$ cat src/rtl/alu_pkg.sv
// Shared op-code and FSM state encodings for the ALU and its control block.
package alu_pkg;

    localparam int ALU_CTRL_W = 3;

    typedef enum logic [ALU_CTRL_W-1:0] {
        OP_AND     = 3'b000,
        OP_OR      = 3'b001,
        OP_ADD     = 3'b010,
        OP_MUL     = 3'b011,
        OP_SUB     = 3'b110,
        OP_INVALID = 3'b111
    } alu_op_e;

    typedef enum logic [1:0] {
        ST_IDLE     = 2'd0,
        ST_MUL_BUSY = 2'd1,
        ST_DONE     = 2'd2
    } alu_state_e;

    function automatic logic is_iterative_op(logic [ALU_CTRL_W-1:0] op);
        return op == OP_MUL;
    endfunction

endpackage

$ cat src/rtl/alu_mul_iter.sv
// Iterative shift-add multiplier: one multiplier bit (LSB first) per cycle, WIDTH cycles.
module alu_mul_iter
    import alu_pkg::*;
#(
    parameter int WIDTH = 32
) (
    input  logic             clk_i,
    input  logic             rst_i,
    input  logic             start_i,
    input  logic [WIDTH-1:0] mcand_i,
    input  logic [WIDTH-1:0] mplier_i,
    output logic             done_o,
    output logic [WIDTH-1:0] product_o
);

    localparam int CNT_W = (WIDTH > 1) ? $clog2(WIDTH) : 1;

    logic             busy_q,   busy_d;
    logic [CNT_W-1:0] cnt_q,    cnt_d;
    logic [WIDTH-1:0] acc_q,    acc_d;
    logic [WIDTH-1:0] mcand_q,  mcand_d;
    logic [WIDTH-1:0] mplier_q, mplier_d;
    logic [WIDTH-1:0] step_sum;
    logic             last_step;

    // done_o and product_o reflect the step taken on this edge, so the final sum is
    // visible in the same cycle as the last step and the caller sees no extra latency.
    assign step_sum  = acc_q + (mplier_q[0] ? mcand_q : '0);
    assign last_step = busy_q && (cnt_q == CNT_W'(WIDTH - 1));
    assign done_o    = last_step;
    assign product_o = step_sum;

    always_comb begin
        busy_d   = busy_q;
        cnt_d    = cnt_q;
        acc_d    = acc_q;
        mcand_d  = mcand_q;
        mplier_d = mplier_q;
        if (start_i) begin
            busy_d   = 1'b1;
            cnt_d    = '0;
            acc_d    = '0;
            mcand_d  = mcand_i;
            mplier_d = mplier_i;
        end else if (busy_q) begin
            acc_d    = step_sum;
            mcand_d  = mcand_q << 1;
            mplier_d = mplier_q >> 1;
            cnt_d    = cnt_q + 1'b1;
            if (last_step) begin
                busy_d = 1'b0;
            end
        end
    end

    always_ff @(posedge clk_i) begin
        if (rst_i) begin
            busy_q   <= 1'b0;
            cnt_q    <= '0;
            acc_q    <= '0;
            mcand_q  <= '0;
            mplier_q <= '0;
        end else begin
            busy_q   <= busy_d;
            cnt_q    <= cnt_d;
            acc_q    <= acc_d;
            mcand_q  <= mcand_d;
            mplier_q <= mplier_d;
        end
    end

endmodule

$ cat src/rtl/alu_multicycle.sv
// Multi-cycle ALU with valid/ready handshakes; MUL is iterative, other ops single-cycle.
// Optional signed-overflow output ovf_o is built only when ALU_OVF_EN is defined.
module alu_multicycle
    import alu_pkg::*;
#(
    parameter int WIDTH = 32
) (
    input  logic                  clk_i,
    input  logic                  rst_i,
    input  logic                  valid_i,
    output logic                  ready_o,
    input  logic [ALU_CTRL_W-1:0] ALUCtrl_i,
    input  logic [WIDTH-1:0]      data1_i,
    input  logic [WIDTH-1:0]      data2_i,
    output logic                  valid_o,
    input  logic                  ready_i,
    output logic [WIDTH-1:0]      data_o,
`ifdef ALU_OVF_EN
    output logic                  ovf_o,
`endif
    output logic                  zero_o
);

    alu_state_e       state_q, state_d;
    logic [WIDTH-1:0] data_q,  data_d;
    logic             zero_q,  zero_d;
    logic [WIDTH-1:0] op_res;
    logic [WIDTH-1:0] sum;
    logic [WIDTH-1:0] diff;
    logic             mul_start;
    logic             mul_done;
    logic [WIDTH-1:0] mul_product;

    assign sum  = data1_i + data2_i;
    assign diff = data1_i - data2_i;

`ifdef ALU_OVF_EN
    logic ovf_q, ovf_d;
    logic op_ovf;

    // Signed overflow: effective operands share a sign that the result does not.
    function automatic logic add_sub_ovf(logic signed [WIDTH-1:0] a, logic signed [WIDTH-1:0] b,
                                         logic signed [WIDTH-1:0] s, logic is_sub);
        logic b_sign;
        b_sign = is_sub ? ~b[WIDTH-1] : b[WIDTH-1];
        return (a[WIDTH-1] == b_sign) && (s[WIDTH-1] != a[WIDTH-1]);
    endfunction

    always_comb begin
        op_ovf = 1'b0;
        case (ALUCtrl_i)
            OP_ADD:  op_ovf = add_sub_ovf(data1_i, data2_i, sum, 1'b0);
            OP_SUB:  op_ovf = add_sub_ovf(data1_i, data2_i, diff, 1'b1);
            default: op_ovf = 1'b0;
        endcase
    end
`endif

    always_comb begin
        op_res = '0;
        case (ALUCtrl_i)
            OP_AND:  op_res = data1_i & data2_i;
            OP_OR:   op_res = data1_i | data2_i;
            OP_ADD:  op_res = sum;
            OP_SUB:  op_res = diff;
            default: op_res = '0;
        endcase
    end

    alu_mul_iter #(
        .WIDTH (WIDTH)
    ) u_mul (
        .clk_i     (clk_i),
        .rst_i     (rst_i),
        .start_i   (mul_start),
        .mcand_i   (data1_i),
        .mplier_i  (data2_i),
        .done_o    (mul_done),
        .product_o (mul_product)
    );

    // ready_o is low outside IDLE, so a DONE->IDLE release can never coincide with an accept.
    always_comb begin
        state_d   = state_q;
        data_d    = data_q;
        zero_d    = zero_q;
        mul_start = 1'b0;
`ifdef ALU_OVF_EN
        ovf_d     = ovf_q;
`endif
        case (state_q)
            ST_IDLE: begin
                if (valid_i) begin
                    if (is_iterative_op(ALUCtrl_i)) begin
                        mul_start = 1'b1;
                        state_d   = ST_MUL_BUSY;
                    end else begin
                        data_d  = op_res;
                        zero_d  = (op_res == '0);
`ifdef ALU_OVF_EN
                        ovf_d   = op_ovf;
`endif
                        state_d = ST_DONE;
                    end
                end
            end
            ST_MUL_BUSY: begin
                if (mul_done) begin
                    data_d  = mul_product;
                    zero_d  = (mul_product == '0);
`ifdef ALU_OVF_EN
                    ovf_d   = 1'b0;
`endif
                    state_d = ST_DONE;
                end
            end
            ST_DONE: begin
                if (ready_i) begin
                    state_d = ST_IDLE;
                end
            end
            default: state_d = ST_IDLE;
        endcase
    end

    always_ff @(posedge clk_i) begin
        if (rst_i) begin
            state_q <= ST_IDLE;
            data_q  <= '0;
            zero_q  <= 1'b0;
`ifdef ALU_OVF_EN
            ovf_q   <= 1'b0;
`endif
        end else begin
            state_q <= state_d;
            data_q  <= data_d;
            zero_q  <= zero_d;
`ifdef ALU_OVF_EN
            ovf_q   <= ovf_d;
`endif
        end
    end

    assign ready_o = (state_q == ST_IDLE);
    assign valid_o = (state_q == ST_DONE);
    assign data_o  = data_q;
    assign zero_o  = valid_o && zero_q;
`ifdef ALU_OVF_EN
    assign ovf_o   = ovf_q;
`endif

endmodule

$ cat config.mk
export PLATFORM = sky130hd
export DESIGN_NAME = alu_multicycle
export DESIGN_NICKNAME = d
export VERILOG_FILES = /design/src/rtl/alu_pkg.sv /design/src/rtl/alu_mul_iter.sv /design/src/rtl/alu_multicycle.sv
export SDC_FILE = /design/constraint.sdc
export NUM_CORES = 1
export LEC_CHECK = 0
export CAP_MARGIN = 10
export CORE_AREA = 2 2 159 161
export DETAILED_ROUTE_END_ITERATION = 12
export DIE_AREA = 0 0 161 163
export PLACE_DENSITY = 0.67
export RECOVER_POWER = 100
export SKIP_CTS_REPAIR_TIMING = 1
export SLEW_MARGIN = 25
export SYNTH_ARGS = -nofsm -noshare
export SYNTH_HDL_FRONTEND = slang
export SYNTH_HIERARCHICAL = 1
export SYNTH_SLANG_ARGS = --single-unit
$ cat constraint.sdc
create_clock -name clk_i -period 8.32 [get_ports clk_i]
set_clock_uncertainty 0.2 [all_clocks]
set_input_delay 1.248 -clock clk_i [delete_from_list [all_inputs] [get_ports clk_i]]
set_output_delay 1.248 -clock clk_i [all_outputs]
set_load 0.01 [all_outputs]
**Yosys cells after proc, flatten, opt, wreduce, memory -nomap -nowiden**

Index checks and enable logic that the tools add are counted.

- Flip-flop bits (word level): 137
- Input bits: 71
- Output and inout port bits: 35
- Logic and storage cells: 61

- Add/subtract/negate cells: 4
- Equality and inequality tests: 11
- Multiplexer cells: 25
- Bitwise operators: 2
- Reductions and logical operators: 11

Operator list:

| cell | count |
|---|---|
| 32-bit 2-to-1 mux | 8 |
| 32-bit one-hot mux with 4 select lines | 1 |
| 32-bit adder | 2 |
| 32-bit zero test | 2 |
| 32-bit one-hot mux with 2 select lines | 1 |
| 32-bit bitwise AND | 1 |
| 32-bit OR | 1 |
| 32-bit subtractor | 1 |
| 1-bit 2-to-1 mux | 9 |
| 2-bit 2-to-1 mux | 4 |
| 3-bit by 2-bit equality test with 1-bit output, second input constant | 2 |
| 2-bit != test, second input constant | 3 |
| 2-bit one-hot mux with 3 select lines | 1 |
| 5-bit by 1-bit adder with 5-bit output, second input constant | 1 |
| 5-bit equality test, second input constant | 1 |
| 4-bit AND reduction | 1 |
| 2-bit nonzero test | 2 |
| 3-bit by 1-bit equality test with 1-bit output, second input constant | 1 |
| 3-bit equality test, second input constant | 1 |
| 3-bit zero test | 1 |
| 3-bit AND reduction | 1 |
| 2-bit by 1-bit equality test with 1-bit output, second input constant | 1 |
| 2-bit equality test, second input constant | 1 |
| 1-bit logical AND | 2 |
| 4 further kinds | 4 |

**Logic depth before layout (Yosys ltp)**

- Depth in word-level cells: 6
- Gate-level depth with buffers: 21

**By module**

The synthesis kept the hierarchy.

By module, submodules not included:

| module | instances | cells an instance | area an instance (um^2) | seq. area each (um^2) |
|---|---|---|---|---|
| alu_mul_iter | 1 | 773 | 6294.8 | 2042.0 |
| alu_multicycle | 1 | 713 | 5076.1 | 700.7 |

**Least setup slack after synthesis**

OpenSTA, ideal clock, no wires.

- Kind: input port to flip-flop
- Start point: in data2_i[4]
- End point: reg zero_q
- Data arrival time: 5366 ps
- Data required time: 8033 ps
- Setup slack: 2667 ps
- Stages: 20
- Cell sequence: or4_4 or3_4 nor3_2 nand2_1 or3_1 or2_1 nor2_1 a21oi_1 xnor2_1 ha_1 clkbuf_1 a21oi_1 nand2_1 a311o_1 o21ai_1 o21ai_0 a22o_1 nor4_1 nand4_1 o31ai_1

- Word-level cells in the longest chain between the ends: 6
- Elaborated cells on any way between the ends: 9

RTL lines:

| what | RTL line | RTL |
|---|---|---|
| start: declaration | alu_multicycle.sv:14 | `input logic [WIDTH-1:0] data2_i,` |
| 32-bit subtractor, or another cell as far along | alu_multicycle.sv:35 | `assign diff = data1_i - data2_i;` |
| 32-bit one-hot mux with 4 select lines * | alu_multicycle.sv:61 | `case (ALUCtrl_i)` |
| 32-bit zero test * | alu_multicycle.sv:99 | `zero_d = (op_res == '0);` |
| 1-bit 2-to-1 mux * | alu_multicycle.sv:94 | `if (is_iterative_op(ALUCtrl_i)) begin` |
| 1-bit 2-to-1 mux * | alu_multicycle.sv:93 | `if (valid_i) begin` |
| 1-bit one-hot mux with 2 select lines * | alu_multicycle.sv:91 | `case (state_q)` |
| end signal: assignment | alu_multicycle.sv:137 | `zero_q <= zero_d;` |
| end: declaration | alu_multicycle.sv:26 | `logic zero_q, zero_d;` |

Every way passes the cells marked *; elsewhere a longest branch is shown, timed or not. The select of a mux whose other input is x is not followed.
A chain may end at the register's enable or synchronous reset.

**Final worst setup path**

- Start point: reg u_mul.busy_q
- End point: reg data_q[17] (netlist: data_o[17])

- Word-level cells in the longest chain between the ends: 3

RTL lines:

| what | RTL line | RTL |
|---|---|---|
| start: declaration | alu_mul_iter.sv:18 | `logic busy_q, busy_d;` |
| start signal: assignment | alu_mul_iter.sv:64 | `busy_q <= busy_d;` |
| 1-bit logical AND | alu_mul_iter.sv:29 | `assign last_step = busy_q && (cnt_q == CNT_W'(WIDTH - 1));` |
| via mul_done | alu_multicycle.sv:31 | `logic mul_done;` |
| 2-bit != test (no source line) | -- |  |
| 4-bit AND reduction (no source line) | -- |  |
| end signal: assignment | alu_multicycle.sv:136 | `data_q <= data_d;` |
| end: declaration | alu_multicycle.sv:25 | `logic [WIDTH-1:0] data_q, data_d;` |

The timed path passes the listed nets, and every way through them passes these cells.

==> impl_metrics.csv <==
group,metric,value,unit
setup_path,required,8.49,ns
drt,drc,0,
setup_path,worstSetupStartpointType,"register",
global_route,grt.total_usage,0.2673,
drt,drtPass1Iterations,5,
timing,worst_pin_slew,3.050,ns
setup_path,r2r_slack,1.39,ns
drt,wl_per_cell,19.04,microns
logic_synthesis,ys_seq_area_frac,0.2412,
pwr,ir_drop,0.1262,mV
clock_network,h-tree-depth,4,
setup_path,worstPathCellList,"inv_1 -> nor2_1 -> mux2i_1 -> nor2_1 -> nand2b_1 -> clkbuf_1 -> a221oi_1 -> a21oi_1 -> nor2_1",
setup_path,slowest_stage,"dfxtp_1",
timing,rsz0062_at_grt,"no",
clock_network,cts_num_sinks,137,
drt,ant_nets,0,
logic_synthesis,syn_area,11370,sq um
global_route,use_met2,0.4185,
layout,finalNonFillerCells,1866,
clock_network,insertion_delay,0.43,ns
global_route,antenna_found_initial,0,
logic_synthesis,muxShareOfSynthArea,0.08275,
place,port_buffers,105,
setup_path,setup.worst_path.class,"reg -> reg",
timing,slew_viol_final,240,
drt,wirelength,35.52,mm
logic_synthesis,async_reset_ff_frac,0,
die,start_util,0.4609,
global_route,grt.overflow.total,0,
logic_synthesis,ys_types,92,
hold_path,hold_class,"reg -> reg",
logic_synthesis,ys_seq_elements,137,
layout,syn2layout_area_growth,15.25,%
timing,max-slew-margin-rel,-1.033,
run,maxCapViolations,4,
setup_path,cp.arrival,7.09,ns
timing,finalSetupTns,0,ns
logic_synthesis,ys.flop_type,"dfxtp_1",
timing,clock.fmax,0.1444,GHz
setup_path,cp_common_cell,"nor2_1",
setup_path,r2r_cells,9,
place,dp.cells,1834,
drt,drtIter0Drc,1109,
pwr,powerDensity,153.8,nW/um^2
clock_network,cts_tree,"yes",
place,place_area,12500,sq um
setup_path,worstReg2RegStart,"u_mul/busy_q$_SDFF_PP0_",
setup_path,endpoint,"data_o[17]$_SDFFE_PP0P_",
global_route,busiest_layer,"met2",
setup_path,r2r_end,"data_o[17]$_SDFFE_PP0P_",
status,status,"finished, violations left",
pwr,p_leak,5.199,nW
logic_synthesis,syn_nets,1626,
layout,diodes,0,
layout,design_area,13110,sq um
timing,fin_crit_sh,0.8324,
logic_synthesis,yosys.area_share.simple,0.2216,
die,die-area,26240,sq um
setup_path,cp_max_fo,59,
clock_network,cts_max_path_buffers,2,
global_route,use_met3,0.03947,
die,die_x,161,microns
logic_synthesis,synth-compound-area-share,0.2432,
layout,fin_nets,1663,
layout,fin_util,0.5311,
clock_network,cts-root-buf,"clkbuf_16",
global_route,grt_pass1_vias,10335,
logic_synthesis,synth_fa_ha_area_frac,0.09925,
place,gp_congestion,0.9484,
die,dieHeight,163,microns
logic_synthesis,synth_edf_count,0,
die,num_rows,58,
timing,finalSetupViolations,0,
logic_synthesis,syn_avg_cell_area,7.652,sq um
logic_synthesis,synthCells,1486,
place,place_hpwl,26.21,mm
drt,vias_per_cell,6.011,
logic_synthesis,yosys_warnings,6,
die,coreArea,24670,sq um
layout,multi_input_area,8061,sq um
layout,nFillCells,2464,
logic_synthesis,synth_xor_area_frac,0.06195,
status,failed_checks,"max-capacitance violations, max-slew violations",
global_route,grt_pass1_wl,56.21,mm
layout,regArea,2743,sq um
die,io_pins,106,
global_route,grt_max_degree,104,
timing,final-hold-violation-count,0,
layout,drive_gt1_frac,0.04753,
timing,period_minus_slack,6.926,ns
drt,via_count,11216,
setup_path,crit_start,"u_mul/busy_q$_SDFF_PP0_",
clock_network,cts_made_buffers,17,
clock_network,clkTransAtPathRegs,0.06,ns
setup_path,cp-end-kind,"register",
logic_synthesis,synth_top_family_by_area,"compound AO/OA/AOI/OAI gates",
setup_path,max_stage_delay,2.37,ns
global_route,met1_usage,0.3772,
[state kept, by name (all words and copies together) (netlist names)]
name            cells
data_o             32
state_q             2
u_mul/acc_q        32
u_mul/busy_q        1
u_mul/cnt_q         5
u_mul/mcand_q      32
u_mul/mplier_q     32
zero_q              1
[routing by layer]
| layer | vias up | part of all wire |
|---|---|---|
| met4 | 0 | 0.027 |
| met5 | - | 0 |
| li1 | 5475 | - |
| met3 | 58 | 0.059 |
| met2 | 396 | 0.44 |
| met1 | 5287 | 0.48 |
[kinds of logic (layout without fill, tap and decap cells)]
| family | Yosys count | in the layout |
|---|---|---|
| and+or+nand+nor | 526 | 526 |
| AOI/OAI and AO/OA | 423 | 423 |
| muxes | 94 | 94 |
| DFF | 137 | 137 |
| xor gates and xnor gates | 78 | 78 |
| buffers and inverters | 134 | 184 |
| adders and majority gates | 94 | 94 |
[per-stage QoR]
step | setup slack (ns) | power (mW) | hold slack (ns)
after floorplan | 2.667 | 1.013 | 0.2472
after global placement | 1.727 | 1.182 | 0.2398
after detailed placement | 1.567 | 1.182 | 0.2448
after CTS | 1.991 | 2.019 | 0.2523
after global routing | 0.8583 | 2.096 | 0.2745
final | 1.394 | 2.016 | 0.2441
[layout by cell type (no fill, tap or decap), types with 7 or more instances in the layout]
cell type and n:
o21ai_1 9, a31oi_1 13, dfxtp_1 137, nand3_1 25, nand2_1 109, o21bai_1 10
a21oi_1 180, a311o_1 9, nor3_1 25, mux2i_1 94, inv_1 35, or4_1 7
o21a_1 9, nand4_1 15, a21o_1 25, o21ai_0 44, xor2_1 27, nand2b_1 17
and2_1 37, xnor2_1 49, o31ai_1 7, nor2b_1 10, o211ai_1 18, nor2_1 214
dlygate4sd3_1 36, clkbuf_16 17, clkdlybuf4s50_1 68, a221oi_1 7, ha_1 67, o221ai_1 17
or3_1 10, nor4_1 20, maj3_1 25
[report_power, final]
part	leakage [nW]	switching (mW)	internal (mW)	total [mW]
clock	0.320	0.318	0.522	0.840
combinational	3.77	0.293	0.193	0.486
sequential	1.11	0.0153	0.675	0.690
[cell type report]
class / count / area share
sequential: 137 / 0.2093
tap: 330 / 0.03151
clock buffer: 19 / 0.03456
inverter: 36 / 0.01031
clock inverter: 13 / 0.01451
timing repair buffer: 116 / 0.08469
multi-input combinational: 1215 / 0.6151
[synth_stat cells, types with 11 or more instances]
cell type,count,share of area
o21ai_0,42,0.018
maj3_1,25,0.022
mux2i_1,94,0.083
xor2_1,27,0.021
buf_1,14,0.0046
nand3_1,25,0.011
and2_1,38,0.021
o211ai_1,18,0.012
xnor2_1,49,0.038
a21o_1,25,0.017
a31oi_1,13,0.0072
inv_1,35,0.012
nor3_1,24,0.011
a21oi_1,180,0.079
clkbuf_1,68,0.022
dfxtp_1,137,0.24
ha_1,67,0.074
o221ai_1,17,0.013
nand2_1,109,0.036
nand4_1,15,0.0083
o21ai_1,11,0.0048
nand2b_1,17,0.0094
nor2b_1,11,0.0061
nor4_1,20,0.011
nor2_1,215,0.071
[worst min path at each step]
stage,start,endpoint,depth (start not counted)
2_1_floorplan,u_mul/acc_q[31]$_SDFFE_PP0P_,u_mul/acc_q[31]$_SDFFE_PP0P_,2
3_3_place_gp,data_o[8]$_SDFFE_PP0P_,data_o[8]$_SDFFE_PP0P_,2
3_5_place_dp,data_o[3]$_SDFFE_PP0P_,data_o[3]$_SDFFE_PP0P_,2
4_1_cts,data_o[8]$_SDFFE_PP0P_,data_o[8]$_SDFFE_PP0P_,2
5_1_grt,data_o[22]$_SDFFE_PP0P_,data_o[22]$_SDFFE_PP0P_,2
6_report,data_o[8]$_SDFFE_PP0P_,data_o[8]$_SDFFE_PP0P_,2
[critical path: cells and delay by family, from the launching register on]
family / cells / cell delay [ns]
simple gates: 4 / 1.38
flops: 1 / 2.37
compound gates: 2 / 0.80
mux: 1 / 0.17
buf+inv: 2 / 1.93
Power figures use the tool's default switching activity.
